<file path="src/rtl/dna_pkg.sv">
// Shared definitions for the DNA match scheduler: base encoding, default widths, FSM states.
package dna_pkg;

    localparam int unsigned DEF_NUM_CH = 4;
    localparam int unsigned DEF_CH_W   = 2;
    localparam int unsigned DEF_CNT_W  = 8;
    localparam int unsigned DEF_LEN_W  = 12;

    localparam logic [1:0] BASE_A = 2'b00;
    localparam logic [1:0] BASE_C = 2'b01;
    localparam logic [1:0] BASE_G = 2'b11;
    localparam logic [1:0] BASE_T = 2'b10;

    typedef enum logic [2:0] {
        StIdle,
        StClear,
        StStream,
        StDrain0,
        StDrain1,
        StReport
    } sched_state_e;

endpackage

</file>
<file path="src/rtl/dna_match_scheduler_if.sv">
// Bundles the requester streams, the shared engine port and the result port.
interface dna_match_scheduler_if #(
    parameter int unsigned NUM_CH = dna_pkg::DEF_NUM_CH,
    parameter int unsigned CH_W   = dna_pkg::DEF_CH_W,
    parameter int unsigned CNT_W  = dna_pkg::DEF_CNT_W,
    parameter int unsigned LEN_W  = dna_pkg::DEF_LEN_W
);
    logic [NUM_CH-1:0]   s_valid;
    logic [NUM_CH-1:0]   s_ready;
    logic [2*NUM_CH-1:0] s_base;
    logic [NUM_CH-1:0]   s_last;
    logic                mt_clr;
    logic                mt_valid;
    logic [1:0]          mt_base;
    logic                mt_match;
    logic                res_valid;
    logic                res_ready;
    logic [CH_W-1:0]     res_ch;
    logic [CNT_W-1:0]    res_count;
    logic [LEN_W-1:0]    res_len;

    // Scheduler side.
    modport master (
        input  s_valid, s_base, s_last, mt_match, res_ready,
        output s_ready, mt_clr, mt_valid, mt_base, res_valid, res_ch, res_count, res_len
    );

    // Requesters, engine and result consumer side.
    modport slave (
        output s_valid, s_base, s_last, mt_match, res_ready,
        input  s_ready, mt_clr, mt_valid, mt_base, res_valid, res_ch, res_count, res_len
    );
endinterface

</file>
<file path="src/rtl/dna_rr_arbiter.sv">
// Combinational round-robin pick: first request at or after (last_i + 1) mod NUM_CH.
module dna_rr_arbiter #(
    parameter int unsigned NUM_CH = 4,
    parameter int unsigned CH_W   = 2
) (
    input  logic [NUM_CH-1:0] req_i,
    input  logic [CH_W-1:0]   last_i,
    output logic [CH_W-1:0]   grant_o,
    output logic              any_o
);
    int unsigned     idx;
    logic [CH_W-1:0] idx_c;

    // Scan the channels in wrap-around order starting after the previous owner.
    always_comb begin
        grant_o = last_i;
        any_o   = 1'b0;
        idx     = 0;
        idx_c   = '0;
        for (int unsigned k = 1; k <= NUM_CH; k++) begin
            idx   = (32'(last_i) + k) % NUM_CH;
            idx_c = idx[CH_W-1:0];
            if (!any_o && req_i[idx_c]) begin
                any_o   = 1'b1;
                grant_o = idx_c;
            end
        end
    end
endmodule

</file>
<file path="src/rtl/dna_match_scheduler.sv">
// Round-robin sharing of one DNA match engine between NUM_CH base streams, one frame per grant.
module dna_match_scheduler
    import dna_pkg::*;
#(
    parameter int unsigned NUM_CH = DEF_NUM_CH,
    parameter int unsigned CH_W   = DEF_CH_W,
    parameter int unsigned CNT_W  = DEF_CNT_W,
    parameter int unsigned LEN_W  = DEF_LEN_W
) (
    input logic                   clk,
    input logic                   rst_n,
    dna_match_scheduler_if.master bus_io
);
    sched_state_e      state_q, state_d;
    logic [CH_W-1:0]   grant_q, grant_d;
    logic [CH_W-1:0]   last_q, last_d;
    logic [NUM_CH-1:0] s_ready_q, s_ready_d;
    logic              mt_clr_q, mt_clr_d;
    logic              mt_valid_q, mt_valid_d;
    logic [1:0]        mt_base_q, mt_base_d;
    logic              res_valid_q, res_valid_d;
    logic [CNT_W-1:0]  count_q, count_d;
    logic [LEN_W-1:0]  len_q, len_d;

    logic [CH_W-1:0]   arb_grant;
    logic              arb_any;
    logic [NUM_CH-1:0] grant_oh;
    logic              beat;
    logic [1:0]        g_base;

    dna_rr_arbiter #(
        .NUM_CH (NUM_CH),
        .CH_W   (CH_W)
    ) u_arb (
        .req_i   (bus_io.s_valid),
        .last_i  (last_q),
        .grant_o (arb_grant),
        .any_o   (arb_any)
    );

    assign grant_oh = NUM_CH'(1) << grant_q;
    assign beat     = bus_io.s_valid[grant_q] & s_ready_q[grant_q];
    assign g_base   = bus_io.s_base[{grant_q, 1'b0} +: 2];

    // Next-state and registered-output logic for the frame scheduler.
    always_comb begin
        state_d     = state_q;
        grant_d     = grant_q;
        last_d      = last_q;
        s_ready_d   = '0;
        mt_clr_d    = 1'b0;
        mt_valid_d  = 1'b0;
        mt_base_d   = beat ? g_base : mt_base_q;
        res_valid_d = 1'b0;
        count_d     = count_q;
        len_d       = len_q;

        // Matches for the last base trail by two cycles, so the drain states keep counting.
        if ((state_q == StStream || state_q == StDrain0 || state_q == StDrain1) &&
            bus_io.mt_match && count_q != '1) begin
            count_d = count_q + 1'b1;
        end

        unique case (state_q)
            StIdle: begin
                if (arb_any) begin
                    grant_d  = arb_grant;
                    mt_clr_d = 1'b1;
                    state_d  = StClear;
                end
            end
            StClear: begin
                count_d   = '0;
                len_d     = '0;
                s_ready_d = grant_oh;
                state_d   = StStream;
            end
            StStream: begin
                s_ready_d = grant_oh;
                if (beat) begin
                    mt_valid_d = 1'b1;
                    if (len_q != '1) begin
                        len_d = len_q + 1'b1;
                    end
                    if (bus_io.s_last[grant_q]) begin
                        s_ready_d = '0;
                        state_d   = StDrain0;
                    end
                end
            end
            StDrain0: begin
                state_d = StDrain1;
            end
            StDrain1: begin
                res_valid_d = 1'b1;
                state_d     = StReport;
            end
            StReport: begin
                if (bus_io.res_ready) begin
                    last_d  = grant_q;
                    state_d = StIdle;
                end else begin
                    res_valid_d = 1'b1;
                end
            end
            default: begin
                state_d = StIdle;
            end
        endcase
    end

    // State and output registers; reset abandons any frame in flight.
    always_ff @(posedge clk or negedge rst_n) begin
        if (!rst_n) begin
            state_q     <= StIdle;
            grant_q     <= '0;
            last_q      <= CH_W'(NUM_CH - 1);
            s_ready_q   <= '0;
            mt_clr_q    <= 1'b0;
            mt_valid_q  <= 1'b0;
            mt_base_q   <= '0;
            res_valid_q <= 1'b0;
            count_q     <= '0;
            len_q       <= '0;
        end else begin
            state_q     <= state_d;
            grant_q     <= grant_d;
            last_q      <= last_d;
            s_ready_q   <= s_ready_d;
            mt_clr_q    <= mt_clr_d;
            mt_valid_q  <= mt_valid_d;
            mt_base_q   <= mt_base_d;
            res_valid_q <= res_valid_d;
            count_q     <= count_d;
            len_q       <= len_d;
        end
    end

    assign bus_io.s_ready   = s_ready_q;
    assign bus_io.mt_clr    = mt_clr_q;
    assign bus_io.mt_valid  = mt_valid_q;
    assign bus_io.mt_base   = mt_base_q;
    assign bus_io.res_valid = res_valid_q;
    assign bus_io.res_ch    = grant_q;
    assign bus_io.res_count = count_q;
    assign bus_io.res_len   = len_q;
endmodule

</file>
<file path="src/flat_wrapper.sv">
// flat-port wrapper written by rule: the top's interface ports become plain ports
module dna_match_scheduler_flat import dna_pkg::*;
#(
    parameter int unsigned NUM_CH = DEF_NUM_CH,
    parameter int unsigned CH_W   = DEF_CH_W,
    parameter int unsigned CNT_W  = DEF_CNT_W,
    parameter int unsigned LEN_W  = DEF_LEN_W
)
  (clk, rst_n, bus_io_s_valid, bus_io_s_base, bus_io_s_last, bus_io_mt_match, bus_io_res_ready, bus_io_s_ready, bus_io_mt_clr, bus_io_mt_valid, bus_io_mt_base, bus_io_res_valid, bus_io_res_ch, bus_io_res_count, bus_io_res_len);
  dna_match_scheduler_if #(.NUM_CH(NUM_CH), .CH_W(CH_W), .CNT_W(CNT_W), .LEN_W(LEN_W)) bus_io_i ();
  input logic clk;
  input logic rst_n;
  input wire logic [$bits(bus_io_i.s_valid)-1:0] bus_io_s_valid;
  input wire logic [$bits(bus_io_i.s_base)-1:0] bus_io_s_base;
  input wire logic [$bits(bus_io_i.s_last)-1:0] bus_io_s_last;
  input wire logic [$bits(bus_io_i.mt_match)-1:0] bus_io_mt_match;
  input wire logic [$bits(bus_io_i.res_ready)-1:0] bus_io_res_ready;
  output wire logic [$bits(bus_io_i.s_ready)-1:0] bus_io_s_ready;
  output wire logic [$bits(bus_io_i.mt_clr)-1:0] bus_io_mt_clr;
  output wire logic [$bits(bus_io_i.mt_valid)-1:0] bus_io_mt_valid;
  output wire logic [$bits(bus_io_i.mt_base)-1:0] bus_io_mt_base;
  output wire logic [$bits(bus_io_i.res_valid)-1:0] bus_io_res_valid;
  output wire logic [$bits(bus_io_i.res_ch)-1:0] bus_io_res_ch;
  output wire logic [$bits(bus_io_i.res_count)-1:0] bus_io_res_count;
  output wire logic [$bits(bus_io_i.res_len)-1:0] bus_io_res_len;
  assign bus_io_i.s_valid = bus_io_s_valid;
  assign bus_io_i.s_base = bus_io_s_base;
  assign bus_io_i.s_last = bus_io_s_last;
  assign bus_io_i.mt_match = bus_io_mt_match;
  assign bus_io_i.res_ready = bus_io_res_ready;
  assign bus_io_s_ready = bus_io_i.s_ready;
  assign bus_io_mt_clr = bus_io_i.mt_clr;
  assign bus_io_mt_valid = bus_io_i.mt_valid;
  assign bus_io_mt_base = bus_io_i.mt_base;
  assign bus_io_res_valid = bus_io_i.res_valid;
  assign bus_io_res_ch = bus_io_i.res_ch;
  assign bus_io_res_count = bus_io_i.res_count;
  assign bus_io_res_len = bus_io_i.res_len;
  dna_match_scheduler #(.NUM_CH(NUM_CH), .CH_W(CH_W), .CNT_W(CNT_W), .LEN_W(LEN_W)) u_core (.clk(clk), .rst_n(rst_n), .bus_io(bus_io_i));
endmodule
</file>
<file path="config.mk">
export PLATFORM = sky130hd
export DESIGN_NAME = dna_match_scheduler_flat
export DESIGN_NICKNAME = d
export VERILOG_FILES = /design/src/rtl/dna_pkg.sv /design/src/rtl/dna_match_scheduler_if.sv /design/src/rtl/dna_rr_arbiter.sv /design/src/rtl/dna_match_scheduler.sv /design/src/flat_wrapper.sv
export SDC_FILE = /design/constraint.sdc
export NUM_CORES = 1
export LEC_CHECK = 0
export BUFFER_PORTS_ARGS = -buffer_cell sky130_fd_sc_hd__buf_4
export CORE_MARGIN = 2
export CORE_UTILIZATION = 53
export DETAILED_ROUTE_END_ITERATION = 8
export GPL_ROUTABILITY_DRIVEN = 0
export PLACE_DENSITY = 0.79
export SKIP_CTS_REPAIR_TIMING = 1
export SLEW_MARGIN = 20
export SYNTH_ARGS = -nofsm -noshare
export SYNTH_HDL_FRONTEND = slang
export SYNTH_SLANG_ARGS = --single-unit
export TNS_END_PERCENT = 30
</file>
<file path="constraint.sdc">
create_clock -name clk -period 2.42 [get_ports clk]
set_clock_uncertainty 0.2 [all_clocks]
set_input_delay 0.242 -clock clk [delete_from_list [all_inputs] [get_ports clk]]
set_output_delay 0.242 -clock clk [all_outputs]
set_load 0.005 [all_outputs]
</file>
==> flow_summary.json <==
{
  "finalHoldViolCount": 0,
  "pwr_density_cell_nw_per_um2": 866,
  "clkPwrFrac_pct": 20.1,
  "maxSlewViolCount": 0,
  "core_um2": 3740,
  "track_usage_pct": 22.0,
  "n_fill_cell": 298,
  "syn_to_final_growth_pct": 21.6,
  "clock-sinks": 36,
  "cts_tree": "built",
  "synthXorXnorAreaFrac_pct": 0,
  "cp.required_ns": 2.43,
  "antenna_left": 0,
  "synth_top_area_share_pct": 40.5,
  "firstDrtPassIters": 4,
  "instances_no_fill": 305,
  "r2r_end": "u_core.bus_io.res_len[4]",
  "drive_gt1_share_pct": 30.7,
  "finalSetupViolations": 0,
  "clkTransAtPathRegs_ns": 0.07,
  "yosys.area_share.simple_pct": 28.3,
  "startpoint_type": "flop",
  "grt_first_pass_wirelength_um": 7420,
  "synth-seq-cells": 36,
  "pwr-share-comb_pct": 37.0,
  "ios": 51,
  "place_hpwl_um": 3200,
  "initial_core_util_pct": 56.0,
  "synth_cell_types": 57,
  "arrival_ns": 2.08,
  "syn_nets": 229,
  "synth_edf_count": 0,
  "reg2reg_setup_slack_ns": 0.36,
  "h-tree-depth": 2,
  "timing.final.crit_period_ns": 2.06,
  "syn_avg_cell_area_um2": 10.1,
  "muxShareOfSynthArea_pct": 10.6,
  "synth.most_common_cell": "dfrtp_1",
  "power_frac_seq_pct": 43.0,
  "antenna_found_initial": 0,
  "cap_violations": 0,
  "num_rows": 22,
  "routedWlPerCell_um": 14.6,
  "r2r_cells": 4,
  "num_antenna_cells": 0,
  "r2r_start": "u_core.bus_io.res_ch[0]",
  "synth_top_family_by_area": "simple AND/OR/NAND/NOR gates",
  "clk_latency_ns": 0.29,
  "async_reset_ff_share_pct": 100,
  "internal_power_uw": 1400,
  "cp-end-kind": "flop",
  "slew-limit-headroom_pct": 51.3,
  "clockBufferDepth": 2,
  "synth_compound_area_share_pct": 11.1,
  "yosys.area.top_type": "dfrtp_1",
  "placed_cell_area_um2": 2450,
  "die_w_um": 66.9,
  "drc": 0,
  "cp_max_fo": 14,
  "cts-root-buf": "clkbuf_8",
  "final_area_um2": 2550,
  "syn_area_um2": 2100,
  "finalCritPeriodShare_pct": 85.2,
  "ir_drop_mv": 0.685,
  "drt-initial-drc-count": 91,
  "yosysWarningCount": 0,
  "die_y_um": 66.9,
  "whs_endpoint": "u_core.bus_io.s_ready[2]",
  "swShare_pct": 36.8,
  "hold_start": "bus_io_s_valid[2]",
  "synth_area_leaders": "dfrtp_1 (41%), mux2i_1 (5.7%), nand2_1 (5.2%)",
  "setup.worst_path.class": "reg -> reg",
  "dpl.cell_count": 296,
  "viasPerCell": 5.98,
  "port_buffers": 50,
  "grt_pass1_vias": 1627,
  "syn-instance-count": 207,
  "grt_max_degree": 37,
  "vias": 1824,
  "rsz0062_at_grt": "false",
  "switching_power_uw": 813,
  "final.setup.tns_ns": 0,
  "overflow": 0,
  "synthAdderAreaFrac_pct": 1.19,
  "ys_seq_area_share_pct": 43.1,
  "max_slew.worst_pin.slew_ns": 0.725,
  "min_path_type": "in -> reg",
  "status": "finished, final reports clean",
  "synth_ff_type": "dfrtp_1",
  "wl_um": 4470,
  "synthTopCellsByCount": "dfrtp_1 (34), nand2_1 (29), mux2i_1 (12)",
  "min_path_cells": 4,
  "dieArea_um2": 4480,
  "fmax_mhz": 485,
  "cts_buffers": 5,
  "layout.nets": 278,
  "power_leakage_uw": 0.00115
}
logic make-up (layout without fill, tap and decap cells):
group,after synthesis,count (layout)
AO/OA/AOI/OAI,35,35
adder cells (fa/ha/maj),2,2
buffers and inverters,18,68
flip-flops,36,36
multiplexers,18,18
AND/OR/NAND/NOR,98,98
worst max-delay path, cell delays in order (launching register included):
cell,delay (ns)
dfrtp_1,0.56
nand4bb_1,0.30
and4_4,0.27
or4_1,0.51
a21oi_1,0.15
metrics by stage:
step	hold slack, ns	total power [uW]	worst slack [ns]	util, %
after floorplan	-0.254	1550	0.652	-
after global placement	0.0210	1760	0.430	65.4
after detailed placement	0.0274	1780	0.383	65.4
after CTS	-0.286	2230	0.365	67.9
after global routing	0.0915	2370	0.196	68.2
final	0.0740	2210	0.358	68.2
flip-flops by register name (all words and copies together) (netlist names):
register,count
u_core.bus_io.res_len,12
u_core.bus_io.res_count,8
u_core.bus_io.s_ready,4
u_core.state_q,3
u_core.bus_io.mt_base,2
u_core.bus_io.res_ch,2
u_core.last_q,2
u_core.bus_io.mt_clr,1
u_core.bus_io.mt_valid,1
u_core.bus_io.res_valid,1
placed cells by master, fill, tap and decap left out, drive strengths merged, types with 2 or more instances in the layout:
| master | netlist | final |
|---|---|---|
| a21o | 2 | 2 |
| a21oi | 10 | 10 |
| a31oi | 2 | 2 |
| and3 | 3 | 3 |
| and3b | 2 | 2 |
| and4 | 3 | 3 |
| buf | 8 | 51 |
| clkbuf | 1 | 7 |
| dfrtp | 34 | 34 |
| dfstp | 2 | 2 |
| ha | 2 | 2 |
| inv | 8 | 8 |
| mux2 | 3 | 3 |
| mux2i | 12 | 12 |
| mux4 | 3 | 3 |
| nand2 | 29 | 29 |
| nand2b | 2 | 2 |
| nand3 | 10 | 10 |
| nand4 | 6 | 6 |
| nand4b | 3 | 3 |
| nor2 | 7 | 7 |
| nor3 | 5 | 5 |
| nor3b | 2 | 2 |
| nor4 | 7 | 7 |
| nor4b | 2 | 2 |
| o21ai | 5 | 5 |
| o31ai | 5 | 5 |
| o41ai | 2 | 2 |
| or2 | 5 | 5 |
| or4 | 5 | 5 |
worst max-delay path by stage:
stage,start,endpoint,slack (ns),cells past startpoint
after detailed placement,u_core.bus_io.res_ch[0],u_core.bus_io.res_len[4],0.38,4
after global placement,u_core.bus_io.res_ch[0],u_core.bus_io.res_len[7],0.43,4
after floorplan,u_core.bus_io.res_len[0],u_core.bus_io.res_len[2],0.65,5
final,u_core.bus_io.res_ch[0],u_core.bus_io.res_len[4],0.36,4
after CTS,u_core.bus_io.res_ch[0],u_core.bus_io.res_len[4],0.36,4
after global routing,u_core.state_q[2],u_core.bus_io.res_count[7],0.20,4
area by class of cell:
class | count | area, um2 | area share, %
Multi-Input combinational cell | 153 | 1070 | 42.0
Inverter | 8 | 30.0 | 1.18
Timing Repair Buffer | 52 | 393 | 15.4
Sequential cell | 36 | 903 | 35.4
Clock buffer | 7 | 86.3 | 3.38
Tap cell | 48 | 60.1 | 2.35
Clock inverter | 1 | 7.51 | 0.294
metal layers:
metal / vias up / routed length (um) / GRT usage, %
met4: 0 / 33 / 6.12
li1: 887 / - / -
met3: 2 / 179 / 5.57
met5: - / 0 / 0
met1: 897 / 2030 / 28.5
met2: 38 / 2230 / 36.3
power by group through the flow:
stage | Combinational (uW) | Sequential (uW) | Clock [uW]
6_report | 817 | 950 | 444
5_1_grt | 905 | 981 | 485
3_3_place_gp | 807 | 952 | 0
2_1_floorplan | 676 | 871 | 0
3_5_place_dp | 824 | 958 | 0
4_1_cts | 824 | 948 | 458
No activity file was read; power rests on OpenSTA's default activity.
